### config.mk
export PLATFORM = sky130hd
export DESIGN_NAME = regfile_wb_arbiter
export DESIGN_NICKNAME = d
export VERILOG_FILES = /design/src/rtl/regfile_wb_arbiter.sv
export SDC_FILE = /design/constraint.sdc
export NUM_CORES = 1
export LEC_CHECK = 0
export CAP_MARGIN = 0
export CORE_ASPECT_RATIO = 0.5
export CORE_MARGIN = 5
export CORE_UTILIZATION = 48
export CTS_BUF_LIST = sky130_fd_sc_hd__clkbuf_16
export CTS_CLUSTER_SIZE = 40
export DETAILED_ROUTE_END_ITERATION = 12
export PLACE_DENSITY = 0.74
export SKIP_LAST_GASP = 1
export SLEW_MARGIN = 20
export SYNTH_ARGS = -nofsm -noshare
export SYNTH_HDL_FRONTEND = slang
export SYNTH_SLANG_ARGS = --single-unit
### constraint.sdc
create_clock -name clk -period 4.6 [get_ports clk]
set_input_delay 0.69 -clock clk [delete_from_list [all_inputs] [get_ports clk]]
set_output_delay 0.69 -clock clk [all_outputs]
set_load 0.02 [all_outputs]
### src/rtl/regfile_wb_arbiter.sv
// ---------------------------------------------------------------------------
// regfile_wb_arbiter
//   Shares the single register-file write port (we3/a3/wd3) between the ALU
//   writeback path and the load writeback path. Each source feeds a small
//   skid FIFO through a valid/ready handshake; a round-robin arbiter drains
//   at most one entry per cycle into a registered write-port stage.
//
//   Writes to register 0 complete the handshake but are dropped at the FIFO
//   input, so the register file never sees a write to r0.
//
//   Optional build macro:
//     WB_CONFLICT_STATS_EN - enables the saturating 16-bit contention counter
//                            on conflict_cnt. When undefined the port is tied
//                            to zero and no counter logic exists.
// ---------------------------------------------------------------------------

// Per-source skid FIFO. Ready depends only on occupancy, never on valid.
module wb_skid_fifo #(
  parameter int ADDR_W = 5,
  parameter int DATA_W = 32,
  parameter int DEPTH  = 2
) (
  input  logic              clk,
  input  logic              rst,
  input  logic              push_valid,
  output logic              push_ready,
  input  logic [ADDR_W-1:0] push_addr,
  input  logic [DATA_W-1:0] push_data,
  input  logic              pop,
  output logic              empty,
  output logic [ADDR_W-1:0] head_addr,
  output logic [DATA_W-1:0] head_data
);

  localparam int PTR_W = (DEPTH > 1) ? $clog2(DEPTH) : 1;
  localparam int CNT_W = PTR_W + 1;

  typedef struct packed {
    logic [ADDR_W-1:0] addr;
    logic [DATA_W-1:0] data;
  } entry_t;

  entry_t            store [DEPTH];
  logic [PTR_W-1:0]  wr_ptr;
  logic [PTR_W-1:0]  rd_ptr;
  logic [CNT_W-1:0]  count;
  logic              full;
  logic              enq;
  logic              deq;

  assign full       = (count == CNT_W'(DEPTH));
  assign empty      = (count == '0);
  assign push_ready = !full;

  // A completed handshake to r0 is swallowed here rather than queued.
  assign enq = push_valid && push_ready && (push_addr != '0);
  assign deq = pop && !empty;

  assign head_addr = store[rd_ptr].addr;
  assign head_data = store[rd_ptr].data;

  // Pointer and occupancy bookkeeping; pointers wrap naturally at DEPTH.
  // NOTE: all clocked state uses non-blocking (<=) so every register samples
  // the pre-edge values of its inputs, independent of block ordering.
  always_ff @(posedge clk or posedge rst) begin
    if (rst) begin
      wr_ptr <= '0;
      rd_ptr <= '0;
      count  <= '0;
    end else begin
      if (enq) wr_ptr <= wr_ptr + 1'b1;
      if (deq) rd_ptr <= rd_ptr + 1'b1;
      case ({enq, deq})
        2'b10:   count <= count + 1'b1;
        2'b01:   count <= count - 1'b1;
        default: count <= count;
      endcase
    end
  end

  // Entry storage write.
  // NOTE: the storage array is deliberately not reset; occupancy alone marks
  // which slots are valid, so clearing the data would only cost reset fanout.
  always_ff @(posedge clk) begin
    if (enq) store[wr_ptr] <= '{addr: push_addr, data: push_data};
  end

endmodule

// Top level: two FIFOs, round-robin arbiter, registered write-port stage.
module regfile_wb_arbiter #(
  parameter int DATA_W     = 32,
  parameter int ADDR_W     = 5,
  parameter int FIFO_DEPTH = 2
) (
  input  logic              clk,
  input  logic              rst,
  input  logic              alu_valid,
  output logic              alu_ready,
  input  logic [ADDR_W-1:0] alu_addr,
  input  logic [DATA_W-1:0] alu_data,
  input  logic              mem_valid,
  output logic              mem_ready,
  input  logic [ADDR_W-1:0] mem_addr,
  input  logic [DATA_W-1:0] mem_data,
  output logic              we3,
  output logic [ADDR_W-1:0] a3,
  output logic [DATA_W-1:0] wd3,
  output logic              grant_src,
  output logic              busy,
  output logic [15:0]       conflict_cnt
);

  typedef enum logic {
    SRC_ALU = 1'b0,
    SRC_MEM = 1'b1
  } src_e;

  logic              alu_empty;
  logic              mem_empty;
  logic [ADDR_W-1:0] alu_head_addr;
  logic [DATA_W-1:0] alu_head_data;
  logic [ADDR_W-1:0] mem_head_addr;
  logic [DATA_W-1:0] mem_head_data;

  logic              pop_alu;
  logic              pop_mem;
  logic              pop_any;
  logic              contention;
  src_e              sel_src;
  src_e              last_grant;
  src_e              last_grant_nxt;
  logic [ADDR_W-1:0] sel_addr;
  logic [DATA_W-1:0] sel_data;

  wb_skid_fifo #(
    .ADDR_W (ADDR_W),
    .DATA_W (DATA_W),
    .DEPTH  (FIFO_DEPTH)
  ) u_alu_fifo (
    .clk        (clk),
    .rst        (rst),
    .push_valid (alu_valid),
    .push_ready (alu_ready),
    .push_addr  (alu_addr),
    .push_data  (alu_data),
    .pop        (pop_alu),
    .empty      (alu_empty),
    .head_addr  (alu_head_addr),
    .head_data  (alu_head_data)
  );

  wb_skid_fifo #(
    .ADDR_W (ADDR_W),
    .DATA_W (DATA_W),
    .DEPTH  (FIFO_DEPTH)
  ) u_mem_fifo (
    .clk        (clk),
    .rst        (rst),
    .push_valid (mem_valid),
    .push_ready (mem_ready),
    .push_addr  (mem_addr),
    .push_data  (mem_data),
    .pop        (pop_mem),
    .empty      (mem_empty),
    .head_addr  (mem_head_addr),
    .head_data  (mem_head_data)
  );

  assign contention = !alu_empty && !mem_empty;
  assign pop_any    = pop_alu || pop_mem;

  // Round-robin pick; last_grant only moves when both sources compete.
  // NOTE: every output of this block is given a default first so no path
  // leaves a signal unassigned and no latch is inferred.
  always_comb begin
    pop_alu        = 1'b0;
    pop_mem        = 1'b0;
    sel_src        = SRC_ALU;
    last_grant_nxt = last_grant;
    if (contention) begin
      if (last_grant == SRC_MEM) begin
        pop_alu = 1'b1;
        sel_src = SRC_ALU;
      end else begin
        pop_mem = 1'b1;
        sel_src = SRC_MEM;
      end
      last_grant_nxt = sel_src;
    end else if (!alu_empty) begin
      pop_alu = 1'b1;
      sel_src = SRC_ALU;
    end else if (!mem_empty) begin
      pop_mem = 1'b1;
      sel_src = SRC_MEM;
    end
  end

  // Head of the granted FIFO.
  always_comb begin
    sel_addr = alu_head_addr;
    sel_data = alu_head_data;
    if (sel_src == SRC_MEM) begin
      sel_addr = mem_head_addr;
      sel_data = mem_head_data;
    end
  end

  // Registered write port; address/data/source hold while we3 is low.
  always_ff @(posedge clk or posedge rst) begin
    if (rst) begin
      we3        <= 1'b0;
      a3         <= '0;
      wd3        <= '0;
      grant_src  <= 1'b0;
      last_grant <= SRC_MEM;
    end else begin
      we3        <= pop_any;
      last_grant <= last_grant_nxt;
      if (pop_any) begin
        a3        <= sel_addr;
        wd3       <= sel_data;
        grant_src <= sel_src;
      end
    end
  end

  assign busy = !alu_empty || !mem_empty || we3;

`ifdef WB_CONFLICT_STATS_EN
  logic [15:0] conflict_q;

  // Saturating count of cycles in which both FIFOs held entries.
  always_ff @(posedge clk or posedge rst) begin
    if (rst) begin
      conflict_q <= '0;
    end else if (contention && (conflict_q != 16'hFFFF)) begin
      conflict_q <= conflict_q + 16'd1;
    end
  end

  assign conflict_cnt = conflict_q;
`else
  assign conflict_cnt = 16'd0;
`endif

endmodule

==> results.md, run 1 <==
- The run finished with clean final reports.
- The layout has 1201 filler cells.
- Entering global routing, the biggest net connects 77 pins.
- The mean routed wirelength per cell is 19.14 um.
- Among all flip-flop cells after synthesis, the most frequent one is sky130_fd_sc_hd__edfxtp_1.
- For this design the ratio of total power to cell area is 690.0 nW/um^2.
- The post-cts sizing count is 0.
- The final count of pins violating max slew is 0.
- The Yosys step of the flow raised 0 warnings.
- The slew at the pin closest to its max-slew limit is 1.024 ns.
- STA classifies the critical path endpoint as an output pin.
- The clock tree skew after final layout is 0.01115 ns.
- Detailed routing inserted a total of 4213 vias.
- In this run the cell area of the synthesized design comes to 7864 um^2.
- The share of synthesized area in the top cell type comes to 56.52%.
- The buffer type at the clock tree root is sky130_fd_sc_hd__clkbuf_16.
- The layout net count is 662.
- The tightest hold margin is 0.5473 ns.
- The number of instances in the placed design is 790.
- The leakage power figure is 0.003462 uW.
- The initial utilization of the core area, before any placement, comes to 48.46%.
- The synthesized netlist contains 25 unique library cells.
- The most critical setup path has its startpoint at u_alu_fifo.count[1].
- In this run, post-CTS hold repair placed 0 buffers.
- Counting flops with an async set or reset pin after synthesis yields a share of 24.49%.
- The total number of H-tree levels is 4.
- In this run the tool buffered the top-level ports with 119 buffer cells.
- The insertion delay of the later-clocked pin in the worst-skew pair is 0.42 ns.
- The number of detailed-routing iterations run before antenna repair is 5.
- The number of flops mapped to enable cells by yosys is 148.
- Max-cap violations in this run came to 0.
- The number of diodes is 0.
- The region available for standard cell placement spans 16230 um^2.
- In this run the mean area of a mapped cell was 16.77 um^2.
- After clock tree synthesis, the clock-pin slew on the worst setup and hold paths is 0.07 ns.
- Summing all non-filler instances in the final layout gives an area of 9848 um^2.
- The first global-routing pass estimated 24460 um of wire.
- For this design, the sink count on the clock tree is 196.
- Setup repair after global routing left no endpoint under its margin.
- The number of antenna violations at the first check in global routing is 0.
- Headroom to the max-slew limit came out at 31.75%.
- In this run the deepest clock path goes through 2 buffers.
- Buffers added to address setup during post-CTS repair amount to 0.
- After the first detailed-routing iteration, the DRC count stood at 296.
- Of all cell types, the one taking the most synthesized area is sky130_fd_sc_hd__edfxtp_1.
- The sequential cell area fraction in the yosys report is 71.81%.
- For this block, the routed nets add up to 15730 um of wire.
- In the final layout, the multi-input gates occupy 2008 um^2.
- The time the worst path needs with I/O delays and setup is 3.445 ns.
- The clock buffer count from CTS is 17.
- Leaving out fill and tap cells, the most frequent cell in the layout is sky130_fd_sc_hd__edfxtp_1.
- The number of design rule violations left after detail routing is 0.
- After synthesis the netlist holds a flip-flop and latch count of 196.
- The maximum clock rate is 290.3 MHz.
- The setup path with the least slack is of type reg -> out.
- The via count of the first global-routing pass came to 4442.
- The setup total negative slack is 0 ns.
- The startpoint identified for the worst register-to-register timing path is last_grant.
- The floorplan has 33 rows.
- TritonCTS built the clock tree.
- The congestion estimate from routability-driven global placement came to 0.7371.
- IR analysis of the VDD net gives a maximum drop of 0.0004100 V.
- The fraction of the core area covered by cells at the end of the flow is 60.69%.
- The setup violation total in the final timing report is 0.
- For the worst setup path, the data required time is 3.91 ns.
- In the layout the commonest cells are 148 x sky130_fd_sc_hd__edfxtp_1, 119 x sky130_fd_sc_hd__clkdlybuf4s50_1, 45 x sky130_fd_sc_hd__dfrtp_1.
- The startpoint identified for the worst hold timing path is grant_src.
- The post-route fraction of the period consumed by the critical path is 74.89%.
- The synthesis-to-finish area growth is 25.23%.
- The finished layout holds 822 standard cells, fillers aside.
- Of the cells placed in the final design, the portion with a size suffix greater than 1 is 21.01%.
- Data on the critical path arrives at its endpoint at 2.76 ns.
- Once detailed placement completed, the half-perimeter wirelength came to 10190 um.
- The number of vias per cell after detailed routing is 5.125.
- Once placement finished, the instance area stood at 9299 um^2.
- The die is 100.5 um tall.
- Global routing used 16.88% of the available tracks.
- For this design the top-level I/O count stands at 136.
- The count of final hold-check violations is 0.
- The x dimension of the die is 191.0 um.
- The floorplan die area is 19200 um^2.
- The maximum fanout along the worst path is 76.
- In the post-synthesis netlist, the biggest area contributors are sky130_fd_sc_hd__edfxtp_1 57%, sky130_fd_sc_hd__dfrtp_1 15%, sky130_fd_sc_hd__a311oi_2 7.1%.
- STA classifies the critical path startpoint as a register.
- The post-detailed-route count of antenna-violating nets is 0.
- The storage element area is 5652 um^2.
- After technology mapping, the gate count stands at 469.
- The tightest min-delay check is of the reg -> reg type.
- Global routing finished with a remaining overflow of 0.
==> cells in the mapped netlist, drive strengths merged, types with 2 or more instances <==
cell / n
nor2: 46
xnor2: 8
nand2b: 2
xor2: 3
or2: 2
a311oi: 37
edfxtp: 148
buf: 33
mux2: 37
dfrtp: 47
clkbuf: 14
nor3: 37
mux2i: 37
inv: 5
o211ai: 2
ha: 2
nand2: 2
or4: 3
==> final cells by class <==
type / count / area share, %
flip-flops and latches: 196 / 57.39
multi-input cells: 236 / 20.39
repair buffers: 126 / 13.57
clock buffers: 17 / 4.320
well taps: 227 / 2.884
clock inverters: 15 / 1.245
inverters: 5 / 0.2033
==> kinds of logic after synthesis <==
family	count (synthesis)	synth area share (%)
buffers and inverters	52	3.914
muxes	74	10.01
AOI/OAI and AO/OA	41	7.430
xor gates and xnor gates	11	1.225
DFF	196	71.81
and+or+nand+nor	92	5.251
other	1	0.04769
adders and majority gates	2	0.3182
==> critical path, cell delays in order, from the launching register on <==
cell	delay [ns]
sky130_fd_sc_hd__dfrtp_1	0.44
sky130_fd_sc_hd__or4_4	0.98
sky130_fd_sc_hd__or2_1	0.37
sky130_fd_sc_hd__clkdlybuf4s50_1	0.53
==> per-layer routing <==
layer	wire length, um	part of all wire, %	vias up	track usage (%)
met1	6866	44	2097	21.96
met4	126	0.80	0	4.688
met5	0	0	-	0
met2	7903	50	109	28.96
li1	-	-	1996	-
met3	835	5.3	11	3.910
==> per-stage QoR <==
step,total power (uW),worst slack (ns)
global placement,5350,1.587
floorplan,4566,1.558
detailed placement,5499,1.482
CTS,6872,1.128
finish,6795,1.155
global route,7151,1.034
==> path summary, 6_finish.rpt <==
check,slack (ns),cells after the start,to
max in group asynchronous,3.22,2,u_alu_fifo.rd_ptr
min reg2reg,0.55,2,grant_src
max,1.15,3,busy
min,0.55,2,grant_src
max reg2reg,1.89,4,wd3[18]
min in group asynchronous,0.75,2,wd3[19]
==> state kept, by name (all words and copies together) (netlist names) <==
name               flops
u_mem_fifo.store      74
we3                    1
wd3                   32
u_alu_fifo.rd_ptr      1
u_mem_fifo.wr_ptr      1
grant_src              1
u_mem_fifo.rd_ptr      1
a3                     5
u_alu_fifo.store      74
u_alu_fifo.count       2
last_grant             1
u_mem_fifo.count       2
u_alu_fifo.wr_ptr      1
==> where the power goes <==
group	switching [uW]	leakage [uW]	internal [uW]
registers	386	0.00192	2490
clock network	659	0.000261	705
logic	1320	0.00128	1230
No activity file was read; power rests on OpenSTA's default activity.
==> run 2: changes to the inputs <==
- PLACE_DENSITY: 0.74 -> 0.76
- clock period: 4.6 -> 3.09 ns (I/O delays scaled with it)
==> run 2 against run 1 <==
  * Die area is the same
  * Sequential share of layout area shrank 0.60 points
  * Utilization grew 0.62 points
  * Largest cell class unchanged
  * Cell count grew 0.85%
  * Register-to-register slack lost 0.94 ns
  * Sequential power grew 45%
  * Total power grew 53%
==> results.md, run 2 (synthesis results as in run 1) <==
- The flow ran to the end, and the final reports show no timing, DRC or antenna violations.
- The final cell area excluding filler cells is 9948 um^2.
- The tool flagged a number of max-cap violations equal to 0.
- In this run the most critical hold path is launched from grant_src.
- The critical path endpoint category is an output pin.
- The count of final hold-check violations is 0.
- The clock tree from TritonCTS is done.
- The worst path uses 86.53% of the clock period.
- The number of design rule violations left after detail routing is 0.
- Entering global routing, the biggest net connects 76 pins.
- Detailed placement ended at an HPWL of 10470 um.
- The number of vias per cell after detailed routing is 5.207.
- The final count of pins violating max slew came to 0.
- The via count of the first global-routing pass was 4516.
- The total vias in the final route is 4317.
- The clock drives 196 sinks.
- For hold timing, the worst endpoint is grant_src.
- Once the clock tree was built, the resizer swapped 0 gates to a different size.
- Counting along the longest clock path gives a buffer depth of 2.
- The count of nets left with antenna violations once routing finished came out at 0.
- The slew at the pin closest to its max-slew limit is 0.9950 ns.
- The floorplan step set the die height to 100.5 um.
- The capturing point of the worst reg2reg path is u_alu_fifo.count[1].
- Setup violations remaining at the end of the flow were counted as 0.
- Static timing analysis puts the maximum clock frequency at 374.0 MHz.
- The leftover overflow at the end of global routing is 0.
- The kind of start point of the critical path is a register.
- The count of boundary I/O pins is 136.
- The mean routed wirelength per cell is 19.54 um.
- The first routing iteration left 350 violations.
- The number of hold buffers added after CTS is 0.
- Fill cells in the final layout number 1173.
- The net count of the finished layout is 669.
- The storage element area is 5649 um^2.
- The leakage power figure is 0.003529 uW.
- The buffer type at the clock tree root is sky130_fd_sc_hd__clkbuf_16.
- The first global-routing pass estimated 24890 um of wire.
- The clock-pin slew on the worst setup and hold paths is 0.07 ns.
- In this run the tightest slew margin relative to its limit is 33.66%.
- The area of the core is 16230 um^2.
- The top cell types in the final layout, fill and taps aside, are 148 x sky130_fd_sc_hd__edfxtp_1, 119 x sky130_fd_sc_hd__clkdlybuf4s50_1, 45 x sky130_fd_sc_hd__dfrtp_1.
- The insertion delay of the later-clocked pin in the worst-skew pair is 0.42 ns.
- The worst endpoint required time is 2.63 ns.
- The post-CTS setup-driven buffer insertion count is 0.
- The power density over the cells is 1046 nW/um^2.
- The worst-case setup slack after placement is 0.3453 ns.
- The final critical-path setup slack is 0.4163 ns.
- The x dimension of the die is 191.0 um.
- The hold-critical path depth is 2.
- The total area of multi-input combinational cells is 2008 um^2.
- The clock buffer count from CTS is 17.
- The tightest hold margin is 0.5132 ns.
- The worst register-to-register path has a setup slack of 0.95 ns.
- The classification of the worst-slack hold path is reg -> reg.
- Measured in cells, the most critical reg-to-reg path has a length of 7.
- The clock arrives with 0.01209 ns of skew.
- The global-route usage over all layers is 17.11%.
- Wires add up to 16200 um.
- At the end of routability-driven placement, the weighted congestion stood at 0.7093.
- Once placement finished, the instance area stood at 9281 um^2.
- In the final timing run, aggregate negative setup slack is 0 ns.
- The synthesis-to-finish area growth is 26.51%.
- The number of diodes is 0.
- The die covers 19200 um^2.
- The number of rows in the core area is 33.
- Setup repair after global routing left no endpoint under its margin.
- The critical path in this run is classified as reg -> out.
- The initial utilization of the core area, before any placement, comes to 48.46%.
- Of all nets on the critical path, the largest fanout is 6.
- Data on the critical path arrives at its endpoint at 2.21 ns.
- In the final layout, the registers with the most flip-flops are u_alu_fifo.store: 74 flops, u_mem_fifo.store: 74 flops, wd3: 32 flops.
- The fraction of the core area covered by cells at the end of the flow is 61.31%.
- The commonest non-fill, non-tap cell in the layout is sky130_fd_sc_hd__edfxtp_1.
- VDD sags by at most 0.0006869 V.
- Before antenna repair, the detailed router went through 4 iterations.
- The launching point of the worst reg2reg path is u_mem_fifo.count[1].
- The smallest clock period supported by the final layout is computed as 2.674 ns.
- The number of antenna violations at the first check in global routing is 0.
- The H-tree generated during clock tree synthesis spans 4 levels.
- The proportion of layout cells with a drive suffix above 1 is 21.93%.
- The number of buffer cells added on primary ports is 119.
[run 2: cell count changes in the layout (fill, tap and decap cells not counted), sizes merged]
cell,before,now
bufinv,0,2
clkinvlp,4,1
inv,9,13
clkinv,7,4
buf,7,14
[run 2: power breakdown]
| part | internal [uW] | total [uW] | switching, uW |
|---|---|---|---|
| clock | 1230 | 2250 | 1020 |
| combinational | 1860 | 3980 | 2110 |
| sequential | 3710 | 4180 | 469 |
[run 2: routing by layer]
| metal | global-route usage [%] | vias up | share of wire (%) |
|---|---|---|---|
| met5 | 0 | - | 0 |
| met4 | 4.357 | 0 | 1.1 |
| met3 | 4.152 | 15 | 4.4 |
| met2 | 29.04 | 116 | 50 |
| met1 | 22.58 | 2185 | 45 |
| li1 | - | 2001 | - |
[run 2: critical path: stages (launching register included)]
cell,delay (ns)
sky130_fd_sc_hd__dfrtp_1,0.46
sky130_fd_sc_hd__or4_4,0.58
sky130_fd_sc_hd__or2_1,0.22
sky130_fd_sc_hd__clkdlybuf4s50_1,0.54
[run 2: area by class of cell]
class | instances | share of cell area [%]
Multi-Input combinational cell | 236 | 20.19
Inverter | 5 | 0.1887
Clock buffer | 17 | 4.276
Sequential cell | 196 | 56.79
Clock inverter | 15 | 1.874
Tap cell | 227 | 2.855
Timing Repair Buffer | 133 | 13.83
[run 2: per-stage QoR]
stage,total power [uW],std cells
after global routing,10930,829
after detailed placement,8181,795
after global placement,8019,793
after CTS,10440,827
after floorplan,6797,484
final,10410,829
[run 2: worst max-delay path by stage]
stage	startpoint	end	slack, ns	cells past startpoint
floorplan	u_alu_fifo.count[0]	u_alu_fifo.store[0][0]	0.05	4
global placement	mem_addr[4]	u_mem_fifo.store[1][21]	0.36	5
detailed placement	alu_addr[3]	u_alu_fifo.store[0][33]	0.35	5
CTS	u_alu_fifo.count[1]	busy	0.40	3
global route	u_alu_fifo.count[1]	busy	0.37	3
finish	u_alu_fifo.count[1]	busy	0.42	3
